### config.mk
export PLATFORM = sky130hd
export DESIGN_NAME = ext_mem_sequencer
export DESIGN_NICKNAME = d
export VERILOG_FILES = /design/src/rtl/ext_mem_sequencer.sv
export SDC_FILE = /design/constraint.sdc
export NUM_CORES = 1
export LEC_CHECK = 0
export ABC_AREA = 1
export BUFFER_PORTS_ARGS = -buffer_cell sky130_fd_sc_hd__buf_2
export CORE_AREA = 2 2 61 63
export DETAILED_ROUTE_END_ITERATION = 7
export DIE_AREA = 0 0 63 65
export PLACE_DENSITY = 0.73
export SYNTH_ARGS = -nofsm -noshare
export SYNTH_HDL_FRONTEND = slang
export SYNTH_SLANG_ARGS = --single-unit
### constraint.sdc
create_clock -name CLK -period 4.1 [get_ports CLK]
set_input_delay 1.025 -clock CLK [delete_from_list [all_inputs] [get_ports CLK]]
set_output_delay 1.025 -clock CLK [all_outputs]
set_load 0.02 [all_outputs]
### src/rtl/ext_mem_sequencer.sv
// ext_mem_sequencer
//   Turns a single CPU memory request into a pin-level sequence for an
//   off-chip memory that has its own address register. The address is
//   loaded one byte at a time, low byte first. A write then pulses the RAM
//   write strobe. A read waits a programmable number of cycles and then
//   captures pin_in.
//
// Ports
//   CLK, rst          rising-edge clock; synchronous active-high reset
//   req_valid/ready   request handshake (ready only in IDLE)
//   req_we            1 = write, 0 = read
//   req_addr          16-bit target address
//   req_wdata         write byte
//   wait_cfg          read wait-state count W (the read waits W+1 cycles)
//   rsp_valid         one-cycle completion pulse
//   rsp_rdata         data from the most recent completed read
//   busy              a transaction is in progress
//   pin_out           byte driven to the memory pins
//   pin_mar_we        address-register load strobe
//   pin_addr_hi       0 = low address byte, 1 = high address byte on pin_out
//   pin_ram_we        RAM write strobe
//   pin_in            read data returned from the memory
module ext_mem_sequencer #(
  parameter int WAIT_W = 2
) (
  input  logic              CLK,
  input  logic              rst,
  input  logic              req_valid,
  input  logic              req_we,
  input  logic [15:0]       req_addr,
  input  logic [7:0]        req_wdata,
  input  logic [WAIT_W-1:0] wait_cfg,
  output logic              req_ready,
  output logic              rsp_valid,
  output logic [7:0]        rsp_rdata,
  output logic              busy,
  output logic [7:0]        pin_out,
  output logic              pin_mar_we,
  output logic              pin_addr_hi,
  output logic              pin_ram_we,
  input  logic [7:0]        pin_in
);

  typedef enum logic [2:0] {IDLE, ALO, AHI, WR, WT} state_t;

  state_t              state_q, state_d;
  logic [WAIT_W-1:0]   cnt_q, cnt_d;
  logic                rsp_valid_q, rsp_valid_d;
  logic [7:0]          rdata_q, rdata_d;
  logic [15:0]         addr_q;
  logic                we_q;
  logic [7:0]          wdata_q;
  logic                accept;

  // rst has priority over accept, so ready is masked while reset is high.
  assign req_ready = (state_q == IDLE) && !rst;
  assign accept    = req_valid && req_ready;
  assign busy      = (state_q != IDLE);
  assign rsp_valid = rsp_valid_q;
  assign rsp_rdata = rdata_q;

  always_comb begin
    state_d     = state_q;
    cnt_d       = cnt_q;
    rsp_valid_d = 1'b0;
    rdata_d     = rdata_q;
    case (state_q)
      IDLE: begin
        if (accept) begin
          state_d = ALO;
          // The wait count is captured with the request, so later changes to
          // wait_cfg cannot affect this transaction.
          cnt_d   = wait_cfg;
        end
      end
      ALO: state_d = AHI;
      AHI: state_d = we_q ? WR : WT;
      WR: begin
        state_d     = IDLE;
        rsp_valid_d = 1'b1;
      end
      WT: begin
        if (cnt_q == '0) begin
          state_d     = IDLE;
          rsp_valid_d = 1'b1;
          rdata_d     = pin_in;
        end else begin
          cnt_d = cnt_q - WAIT_W'(1);
        end
      end
      default: state_d = IDLE;
    endcase
  end

  always_ff @(posedge CLK) begin
    if (rst) begin
      state_q     <= IDLE;
      cnt_q       <= '0;
      rsp_valid_q <= 1'b0;
      rdata_q     <= 8'h00;
    end else begin
      state_q     <= state_d;
      cnt_q       <= cnt_d;
      rsp_valid_q <= rsp_valid_d;
      rdata_q     <= rdata_d;
    end
  end

  // Request fields only matter while busy, so they carry no reset.
  always_ff @(posedge CLK) begin
    if (accept) begin
      addr_q  <= req_addr;
      we_q    <= req_we;
      wdata_q <= req_wdata;
    end
  end

  // Pin decode depends only on the state register and the latched request.
  always_comb begin
    pin_out     = 8'h00;
    pin_mar_we  = 1'b0;
    pin_addr_hi = 1'b0;
    pin_ram_we  = 1'b0;
    case (state_q)
      ALO: begin
        pin_out    = addr_q[7:0];
        pin_mar_we = 1'b1;
      end
      AHI: begin
        pin_out     = addr_q[15:8];
        pin_mar_we  = 1'b1;
        pin_addr_hi = 1'b1;
      end
      WR: begin
        pin_out    = wdata_q;
        pin_ram_we = 1'b1;
      end
      default: ;
    endcase
  end

endmodule

Word level (Yosys, flattened, before mapping)
Cells that the tools add are included.
W data, S select, Z words.
{"block": "word_totals", "reg_bits": 39, "inputBits": 38, "output_inout_bits": 22}
{"block": "classes", "add_sub_neg": 1, "eq_ne": 7, "mux": 13, "reduce_logical": 11}
{"operator": "$pmux W8 S3", "n": 1}
{"operator": "$pmux W3 S4", "n": 1}
{"operator": "$mux W3", "n": 3}
{"operator": "$eq A3 B2 Y1 const B", "n": 2}
{"operator": "$ne A2 B2 Y1 const B", "n": 3}
{"operator": "$mux W1", "n": 4}
{"operator": "$mux W2", "n": 2}
{"operator": "$pmux W2 S2", "n": 1}
{"operator": "$reduce_and A2 Y1", "n": 2}
{"operator": "$eq A3 B1 Y1 const B", "n": 1}
{"operator": "$eq A3 B3 Y1 const B", "n": 1}
{"operator": "$logic_not A3 Y1", "n": 1}
{"operator": "$reduce_and A3 Y1", "n": 1}
{"operator": "$reduce_bool A3 Y1", "n": 1}
{"operator": "$logic_and A1 B1 Y1", "n": 2}
{"operator": "$logic_not A2 Y1", "n": 1}
{"operator": "$pmux W1 S2", "n": 1}
{"operator": "$reduce_bool A2 Y1", "n": 1}
{"operator": "$reduce_or A2 Y1", "n": 1}
{"operator": "$sub A2 B1 Y2 const B", "n": 1}
{"operator": "$logic_not A1 Y1", "n": 1}

Depth between registers and ports, before layout
{"block": "depth", "ltp_word": 5, "ltp_mapped": 9}

Worst setup path before layout
Ideal clock, no wire load.
{"block": "synth_timing", "path_kind": "input -> register", "start": "input rst", "end": "register addr_q[0] (enable)", "setup_time_ps": 438, "t_arrival_ps": 3007, "t_required_ps": 3662, "path_slack_ps": 655, "stages": 2, "path_buffers": 1, "cell_sequence": "clkbuf_1 -> nor3_1"}
{"block": "synth_between", "elab_chain_len": 3}
{"element": "from (decl)", "line": "27", "rtl": "input logic rst,"}
{"element": "$logic_not A1 Y1", "line": "56", "rtl": "assign req_ready = (state_q == IDLE) && !rst;"}
{"element": "$logic_and A1 B1 Y1", "line": "56"}
{"element": "$logic_and A1 B1 Y1", "line": "57", "rtl": "assign accept = req_valid && req_ready;"}
{"element": "named net accept", "line": "53", "rtl": "logic accept;"}
{"element": "to (signal assigned)", "line": "112", "rtl": "addr_q <= req_addr;"}
{"element": "to (decl)", "line": "50", "rtl": "logic [15:0] addr_q;"}
The timed path passes the listed nets, and every way through them passes these cells.
A chain may end at the register's enable or synchronous reset.

Worst setup path after layout
{"block": "layout_timing", "start": "register state_q[0]", "end": "output pin_out[4]"}
{"block": "layout_between", "elab_chain_len": 2, "word_cells_on_any_way": 4, "classes_between": "eq/ne (3); mux (1)"}
{"element": "from (decl)", "line": "46", "rtl": "state_t state_q, state_d;"}
{"element": "from (signal assigned)", "line": "102", "rtl": "state_q <= state_d;"}
{"element": "$eq A3 B2 Y1 / $eq A3 B1 Y1 (equally long branches)", "line": "124", "rtl": "case (state_q)"}
{"element": "$pmux W8 S3 *", "line": "124"}
{"element": "to (decl)", "line": "37", "rtl": "output logic [7:0] pin_out,"}
Every way passes the cells marked *; elsewhere a longest branch is shown, timed or not.

==> flow_summary.json <==
{
  "p_leak_uw": 0.000859,
  "fin_crit_sh_pct": 71.2,
  "status": "completed",
  "grt.overflow.total": 0,
  "grt_first_pass_wirelength_um": 5100,
  "wirelength_um": 2970,
  "area_growth_pct": 23.1,
  "drv_cap": 0,
  "die_y_um": 65,
  "grt_antenna_before_repair": 0,
  "worst_path_max_delay_cell": "dfxtp_1",
  "synth_nets": 189,
  "fmax_ghz": 0.343,
  "die_x_um": 63,
  "gp_congestion": 0.774,
  "hold_violations": 0,
  "yosysWarnings": 0,
  "fin_tns_setup_ns": 0,
  "tightest_slew_ns": 0.448,
  "dieArea_um2": 4100,
  "rsz0062_at_grt": "no",
  "clk_latency_ns": 0.33,
  "slowest_delay_ns": 0.60,
  "finalClockSkew_ns": 0.00633,
  "setup_viol": 0,
  "place_hpwl_um": 2180,
  "htreeDepth": 2,
  "vias_per_cell": 4.56,
  "powerDensity_nw_per_um2": 426,
  "synthCells": 150,
  "diodes": 0,
  "crit_chain": "inv_1 > nor3_4 > nand2_1 > nand3_1 > buf_2",
  "synth_area_um2": 1590,
  "cts_buffers": 5,
  "cp_max_fo": 11,
  "final_cells": 261,
  "hp-class": "register to register",
  "synth_edf_count": 25,
  "root_buffer": "clkbuf_4",
  "multi_input_area_um2": 435,
  "synth.distinct_cells": 20,
  "cts_sinks": 39,
  "ys_ff_latch": 39,
  "cts_resized": 0,
  "ys_seq_area_share_pct": 64.9,
  "clockBufferDepth": 2,
  "worstPathArrival_ns": 1.89,
  "nFillCells": 337,
  "final_core_util_pct": 56.0,
  "pin_count": 60,
  "required_ns": 3.07,
  "async_reset_ff_share_pct": 0,
  "core_area_um2": 3500,
  "firstDrtPassIters": 4,
  "synth_flop_cell": "edfxtp_1",
  "ant_nets": 0,
  "clkTransAtPathRegs_ns": 0.11,
  "cts_tree": "done",
  "start_kind": "register",
  "io_buffers": 59,
  "relSlewSlack_pct": 70.0,
  "grt_pass1_vias": 1161,
  "postSynthAreaPerCell_um2": 10.6,
  "maxSlewViolCount": 0,
  "drcViolationCount": 0,
  "dr_total_vias": 1191,
  "start_util_pct": 45.5,
  "wire_per_inst_um": 11.4,
  "drt_iter0_markers": 51,
  "seq_area_um2": 1030,
  "post-cts-setup-buffer-count": 0,
  "endpoint_kind": "output pin",
  "cts-hold-fix-buffers": 0,
  "drive_gt1_share_pct": 35.2,
  "period_needed_ns": 2.92,
  "path_class": "register to output pin",
  "nets": 251,
  "row_count": 22,
  "max-vdd-ir-drop_uv": 262,
  "dp_cells": 253,
  "grt_max_degree": 26,
  "track_usage_pct": 16.3
}
flip-flops by register name, indices dropped and copies added (netlist names):
name,cells
addr_q,16
rsp_rdata,8
wdata_q,8
state_q,3
cnt_q,2
rsp_valid,1
we_q,1
per-stage QoR:
step | hold WS, ns | area, µm² | worst slack (ns) | power (µW)
after floorplan | 0.452 | 1590 | 0.655 | 614
after global placement | 0.429 | 1910 | 1.54 | 670
after detailed placement | 0.435 | 1910 | 1.52 | 673
after CTS | 0.450 | 1960 | 1.13 | 846
after global routing | 0.470 | 1960 | 0.972 | 890
final | 0.444 | 1960 | 1.18 | 834
worst max-delay path: cells and delay by family, from the launching register on:
family	cells	cell delay [ns]
AND/OR/NAND/NOR	3	0.62
flip-flops	1	0.60
buffers and inverters	2	0.33
metal layers:
metal	global-route usage, %	share of wire, %	routed length [µm]
met4	6.39	0.98	29
met1	19.3	42	1260
met5	0	0	0
met2	27.9	53	1570
met3	4.86	3.6	108
cells by family (layout without fill, tap and decap cells):
family | after synthesis | in the layout | share of synthesized area, %
AND/OR/NAND/NOR | 61 | 61 | 18.6
flip-flops | 39 | 39 | 64.9
buffers and inverters | 26 | 89 | 8.03
AO/OA/AOI/OAI | 23 | 23 | 7.72
adder cells (fa/ha/maj) | 1 | 1 | 0.787
cells in the mapped netlist (2+ instances only):
cell type  number  share of area [%]
a21oi_1        12                3.8
buf_6           4                2.8
dfxtp_1        14                 18
edfxtp_1       25                 47
inv_1          17                4.0
inv_2           4               0.94
nand2_1        28                6.6
nand3_1        12                3.8
nand4_1         8                3.1
nor2_1          7                1.7
nor3_1          2               0.63
o21ai_0         9                2.8
cells in the final DEF (no fill, tap or decap):
cell / n
nand2_1: 28
nand3_1: 12
buf_4: 1
or2_1: 1
nor2_4: 1
ha_1: 1
clkinv_1: 2
nor2_1: 7
a21oi_2: 1
dfxtp_1: 14
nor3_4: 1
nor3_1: 1
edfxtp_1: 25
inv_1: 17
clkbuf_4: 5
nand3_2: 1
a21oi_1: 12
clkbuf_1: 1
nand4_1: 8
o21ai_0: 9
nor3_2: 1
buf_2: 59
inv_2: 4
o21ai_2: 1
power breakdown:
| group | switching (µW) | total, µW | internal (µW) | leakage (µW) |
|---|---|---|---|---|
| registers | 16.8 | 470 | 453 | 0.000346 |
| clock network | 110 | 174 | 63.6 | 0.0000273 |
| logic | 124 | 191 | 66.6 | 0.000486 |
final timing paths:
path	start	to	slack [ns]	depth (start not counted)
setup / recovery	state_q[0]$_SDFFE_PP0P_	pin_out[4]	1.18	5
hold reg to reg	rsp_rdata[0]$_SDFFE_PP0P_	rsp_rdata[0]$_SDFFE_PP0P_	0.44	2
hold / removal	rsp_rdata[0]$_SDFFE_PP0P_	rsp_rdata[0]$_SDFFE_PP0P_	0.44	2
setup reg to reg	state_q[0]$_SDFFE_PP0P_	addr_q[6]$_DFFE_PP_	2.28	6
area by class of cell:
cell class / instances / area share [%]
repair buffers: 60 / 15.5
clock buffers: 6 / 2.11
inverters: 21 / 4.03
clock inverters: 2 / 0.384
well taps: 48 / 3.07
flip-flops and latches: 39 / 52.7
multi-input cells: 85 / 22.3
Power figures use the tool's default switching activity.
